===== src/rtl/rect_plotter.sv =====
// Filled-rectangle pixel engine feeding the 160x120 VGA adapter; optional RECT_PLOTTER_CLEAR_EN adds a full-screen clear.
// Latency: first pixel registered one cycle after accept, then one pixel per clock, w*h cycles total, then a 1-cycle done.
// Backpressure: cmd_ready only in IDLE; the adapter cannot stall the pixel stream.
module rect_plotter #(
    parameter int X_W      = 8,
    parameter int Y_W      = 7,
    parameter int COLOUR_W = 3,
    parameter int X_MAX    = 159,
    parameter int Y_MAX    = 119
) (
    input  logic                clock,
    input  logic                resetn,
`ifdef RECT_PLOTTER_CLEAR_EN
    input  logic                clear_req,
`endif
    input  logic                cmd_valid,
    output logic                cmd_ready,
    input  logic [X_W-1:0]      cmd_x,
    input  logic [Y_W-1:0]      cmd_y,
    input  logic [X_W-1:0]      cmd_w,
    input  logic [Y_W-1:0]      cmd_h,
    input  logic [COLOUR_W-1:0] cmd_colour,
    output logic [X_W-1:0]      x,
    output logic [Y_W-1:0]      y,
    output logic [COLOUR_W-1:0] colour,
    output logic                plot,
    output logic                busy,
    output logic                done
);

    localparam logic [1:0] S_IDLE = 2'd0;
    localparam logic [1:0] S_DRAW = 2'd1;
    localparam logic [1:0] S_DONE = 2'd2;

    logic [1:0]          state;
    logic [X_W-1:0]      lat_x, lat_w, dx;
    logic [Y_W-1:0]      lat_y, lat_h, dy;

    logic                take_clear;
    logic                accept, empty;
    logic [X_W-1:0]      start_x, start_w, bx, ox;
    logic [Y_W-1:0]      start_y, start_h, by, oy;
    logic [COLOUR_W-1:0] start_colour;
    logic                last_col, last_row;
    logic [X_W:0]        sum_x;
    logic [Y_W:0]        sum_y;
    logic                in_bounds;

`ifdef RECT_PLOTTER_CLEAR_EN
    assign take_clear = clear_req;
`else
    assign take_clear = 1'b0;
`endif

    assign cmd_ready = (state == S_IDLE) && !take_clear;
    assign busy      = (state != S_IDLE);
    assign accept    = (state == S_IDLE) && (take_clear || cmd_valid);

    // A clear is just a screen-sized rectangle in colour 0, so it reuses the scan path.
    assign start_x      = take_clear ? '0 : cmd_x;
    assign start_y      = take_clear ? '0 : cmd_y;
    assign start_w      = take_clear ? X_W'(X_MAX + 1) : cmd_w;
    assign start_h      = take_clear ? Y_W'(Y_MAX + 1) : cmd_h;
    assign start_colour = take_clear ? '0 : cmd_colour;
    assign empty        = (start_w == '0) || (start_h == '0);

    always_comb begin
        last_col = (dx == lat_w - X_W'(1));
        last_row = (dy == lat_h - Y_W'(1));
        if (state == S_IDLE) begin
            bx = start_x;
            by = start_y;
            ox = '0;
            oy = '0;
        end else begin
            bx = lat_x;
            by = lat_y;
            ox = last_col ? '0 : dx + X_W'(1);
            oy = last_col ? dy + Y_W'(1) : dy;
        end
        // Sums carry one extra bit so off-screen pixels cannot wrap back on screen.
        sum_x     = {1'b0, bx} + {1'b0, ox};
        sum_y     = {1'b0, by} + {1'b0, oy};
        in_bounds = (sum_x <= (X_W+1)'(X_MAX)) && (sum_y <= (Y_W+1)'(Y_MAX));
    end

    always_ff @(posedge clock) begin
        if (!resetn) begin
            state  <= S_IDLE;
            x      <= '0;
            y      <= '0;
            colour <= '0;
            plot   <= 1'b0;
            done   <= 1'b0;
            lat_x  <= '0;
            lat_y  <= '0;
            lat_w  <= '0;
            lat_h  <= '0;
            dx     <= '0;
            dy     <= '0;
        end else begin
            plot <= 1'b0;
            done <= 1'b0;
            case (state)
                S_IDLE: begin
                    if (accept) begin
                        lat_x <= start_x;
                        lat_y <= start_y;
                        lat_w <= start_w;
                        lat_h <= start_h;
                        dx    <= '0;
                        dy    <= '0;
                        if (empty) begin
                            state <= S_DONE;
                            done  <= 1'b1;
                        end else begin
                            state  <= S_DRAW;
                            colour <= start_colour;
                            x      <= sum_x[X_W-1:0];
                            y      <= sum_y[Y_W-1:0];
                            plot   <= in_bounds;
                        end
                    end
                end
                S_DRAW: begin
                    if (last_col && last_row) begin
                        state <= S_DONE;
                        done  <= 1'b1;
                    end else begin
                        dx   <= ox;
                        dy   <= oy;
                        x    <= sum_x[X_W-1:0];
                        y    <= sum_y[Y_W-1:0];
                        plot <= in_bounds;
                    end
                end
                S_DONE: state <= S_IDLE;
                default: state <= S_IDLE;
            endcase
        end
    end

endmodule


===== config.mk =====
export PLATFORM = sky130hd
export DESIGN_NAME = rect_plotter
export DESIGN_NICKNAME = d
export VERILOG_FILES = /design/src/rtl/rect_plotter.sv
export SDC_FILE = /design/constraint.sdc
export NUM_CORES = 1
export LEC_CHECK = 0
export BUFFER_PORTS_ARGS = -buffer_cell sky130_fd_sc_hd__buf_2
export CORE_MARGIN = 2
export CORE_UTILIZATION = 59
export CTS_CLUSTER_DIAMETER = 80
export DETAILED_ROUTE_END_ITERATION = 12
export PLACE_DENSITY = 0.82
export SLEW_MARGIN = 20
export SYNTH_ARGS = -nofsm -noshare
export SYNTH_HDL_FRONTEND = slang
export SYNTH_SLANG_ARGS = --single-unit

===== constraint.sdc =====
create_clock -name clock -period 10.4 [get_ports clock]
set_input_delay 2.6 -clock clock [delete_from_list [all_inputs] [get_ports clock]]
set_output_delay 2.6 -clock clock [all_outputs]
set_load 0.05 [all_outputs]

==> impl_metrics.yaml <==
run_status:
  outcome: "complete, no violations"
synth:
  yosysWarningCount: 0
  syn_inst: 562
  synth_seq_area_share: 0.317
  synth_area_sq_um: 4240
  synth_area_per_cell_sq_um: 7.54
  synth_edf_count: 0
  ys_dominant_reg_cell: "dfxtp_1"
  yosysUniqueCellTypes: 58
  ys_ff_latch: 67
  ys_async_sr_fraction: 0
  mappedNetlistNets: 619
worst_setup_path:
  cp.arrival_ns: 2.54
  path_class: "reg2out"
  rr_endpoint: "plot"
  rr_worst_depth: 12
  slowest_delay_ns: 0.82
  crit_required_ns: 7.80
  endpoint_kind: "output pin"
  crit_chain: "or2_2, clkinv_1, buf_2"
  critPathSlowestCell: "clkinv_1"
  rrSetupSlack_ns: 6.25
  setup.worst_path.start_class: "flip-flop"
  cp-startpoint: "state[0]"
  path_max_fanout: 25
  rr_startpoint: "state[0]"
placement:
  gp_congestion: 0.961
  dp_cells: 688
  place_hpwl_mm: 7.21
  io_buffers: 57
clocking:
  clk-insertion-delay-late_ns: 0.35
  cts_max_level: 3
  post_cts_resized: 0
  cts_setup_buffers: 0
  numCtsBuffers: 9
  clk_pin_slew_ns: 0.07
  cts_sinks: 67
  cts_max_path_buffers: 2
  clk_root_buffer_cell: "clkbuf_8"
  cts_hold_buf: 0
  cts_tree: "built"
sta:
  slew_violations: 0
  relSlewSlack: 0.449
  setup_viol: 0
  max_freq_mhz: 195
  max_slew.worst_pin.slew_ns: 0.821
  finalHoldViolations: 0
  fin_skew_ns: 0.00872
  rsz0062_at_grt: "no"
  post-route-period-util: 0.494
  min_period_ns: 5.14
  finalSetupTns_ns: 0
floorplanning:
  start_util: 0.617
  core_area_sq_um: 6870
  die_h_um: 88.7
  die-area_sq_um: 7870
  rows: 30
  die_x_um: 88.7
  ios: 58
drt:
  drcViolationCount: 0
  vias_per_cell: 5.75
  post_drt_wl_per_cell_um: 14.5
  dr_total_vias: 4041
  totalWireLength_mm: 10.2
  ant_nets: 0
  drt_iter0_markers: 276
  dr.pass1.iters: 5
global_routing:
  grt_pass1_vias: 3685
  grt_use_total: 0.274
  grt_max_degree: 47
  antenna_found_initial: 0
  overflow: 0
  grt_first_pass_wirelength_mm: 16.9
layout:
  syn_to_final_growth_pct: 10.6
  stdcell_count: 703
  fin_nets: 660
  diodes: 0
  layout-drive-gt1-share: 0.143
  postLayoutCoreUtil: 0.682
power:
  peakVddDrop_uv: 72.2
  power_leakage_uw: 0.00205
  power.density_nw_per_um2: 129
worst_hold_path:
  min_path_cells: 2
  hold_class: "reg2reg"
  min-delay-start: "y[6]"
  worstHoldEndpoint: "y[6]"
job:
  maxCapViolations: 0
[state kept, by name (all words and copies together) (netlist names)]
| register | count |
|---|---|
| colour | 3 |
| done | 1 |
| dx | 8 |
| dy | 7 |
| lat_h | 7 |
| lat_w | 8 |
| lat_x | 8 |
| lat_y | 7 |
| plot | 1 |
| state | 2 |
| x | 8 |
| y | 7 |
[through the flow]
step | instance area [sq um] | worst slack, ns | power [uW] | hold WS, ns
floorplan | 4240 | 5.86 | 387 | 0.436
global placement | 4520 | 5.62 | 414 | 0.442
detailed placement | 4520 | 5.53 | 419 | 0.448
CTS | 4680 | 5.38 | 603 | 0.457
global route | 4680 | 5.19 | 631 | 0.470
finish | 4680 | 5.26 | 604 | 0.453
[routing by layer]
| metal | GRT usage | part of all wire |
|---|---|---|
| met3 | 0.0522 | 0.067 |
| met4 | 0.0923 | 0.019 |
| met2 | 0.452 | 0.47 |
| met1 | 0.359 | 0.44 |
| met5 | 0 | 0 |
[cell usage in the layout, fill, tap and decap left out, types with 6 or more instances in the layout]
| cell type | n |
|---|---|
| nor2_1 | 32 |
| nand2_1 | 147 |
| buf_2 | 57 |
| inv_1 | 21 |
| nor3_1 | 11 |
| a21oi_1 | 46 |
| nor2b_1 | 6 |
| nand2b_1 | 7 |
| clkbuf_8 | 10 |
| dfxtp_1 | 67 |
| nand3_1 | 15 |
| mux2i_1 | 21 |
| or2_2 | 7 |
| nor4_1 | 6 |
| xnor2_1 | 18 |
| o21ai_0 | 8 |
| ha_1 | 19 |
| xor2_1 | 17 |
[final cells by class]
cell class / count / area, sq um
flip-flops and latches: 67 / 1340
well taps: 96 / 120
repair buffers: 61 / 315
multi-input cells: 442 / 2670
fillers: 616 / 2180
inverters: 22 / 82.6
clock buffers: 12 / 145
clock inverters: 3 / 15.0
[synth_stat cells (all sizes together) (5+ instances only)]
| cell | number | area share |
|---|---|---|
| nand2 | 147 | 0.13 |
| dfxtp | 67 | 0.32 |
| a21oi | 46 | 0.054 |
| nor2 | 33 | 0.031 |
| clkbuf | 24 | 0.021 |
| inv | 21 | 0.019 |
| mux2i | 21 | 0.050 |
| ha | 19 | 0.056 |
| xnor2 | 18 | 0.037 |
| xor2 | 17 | 0.035 |
| nand3 | 15 | 0.018 |
| nor3 | 11 | 0.013 |
| o21ai | 10 | 0.014 |
| buf | 7 | 0.013 |
| nand2b | 7 | 0.010 |
| or2 | 7 | 0.010 |
| nor2b | 6 | 0.0089 |
| nor4 | 6 | 0.0089 |
| a311oi | 5 | 0.010 |
| a31oi | 5 | 0.0074 |
| and2 | 5 | 0.0080 |
| or3 | 5 | 0.0074 |
[critical path: cells and delay by family, from the launching register on]
family        cells  cell delay, ns
buf+inv           2            1.30
simple gates      1            0.49
flops             1            0.39
[report_power, final]
part           internal [uW]  switching [uW]  leakage [uW]  total (uW)
sequential               270            10.1      0.000548         280
clock                   90.7            98.0     0.0000860         189
combinational           46.0            88.8       0.00141         135
[cell families after synthesis]
logic type,after synthesis,synth area share
xor gates and xnor gates,36,0.0777
adders and majority gates,21,0.0656
AOI/OAI and AO/OA,102,0.155
and+or+nand+nor,262,0.282
buffers and inverters,53,0.0541
DFF,67,0.317
muxes,21,0.0496
[worst max-delay path by stage]
stage                 to  cells after the start
5_1_grt        cmd_ready                      3
3_3_place_gp        plot                     11
3_5_place_dp        plot                     11
2_1_floorplan       plot                     10
6_report       cmd_ready                      3
4_1_cts        cmd_ready                      3
Note: power is estimated with default switching activity, not from simulation.
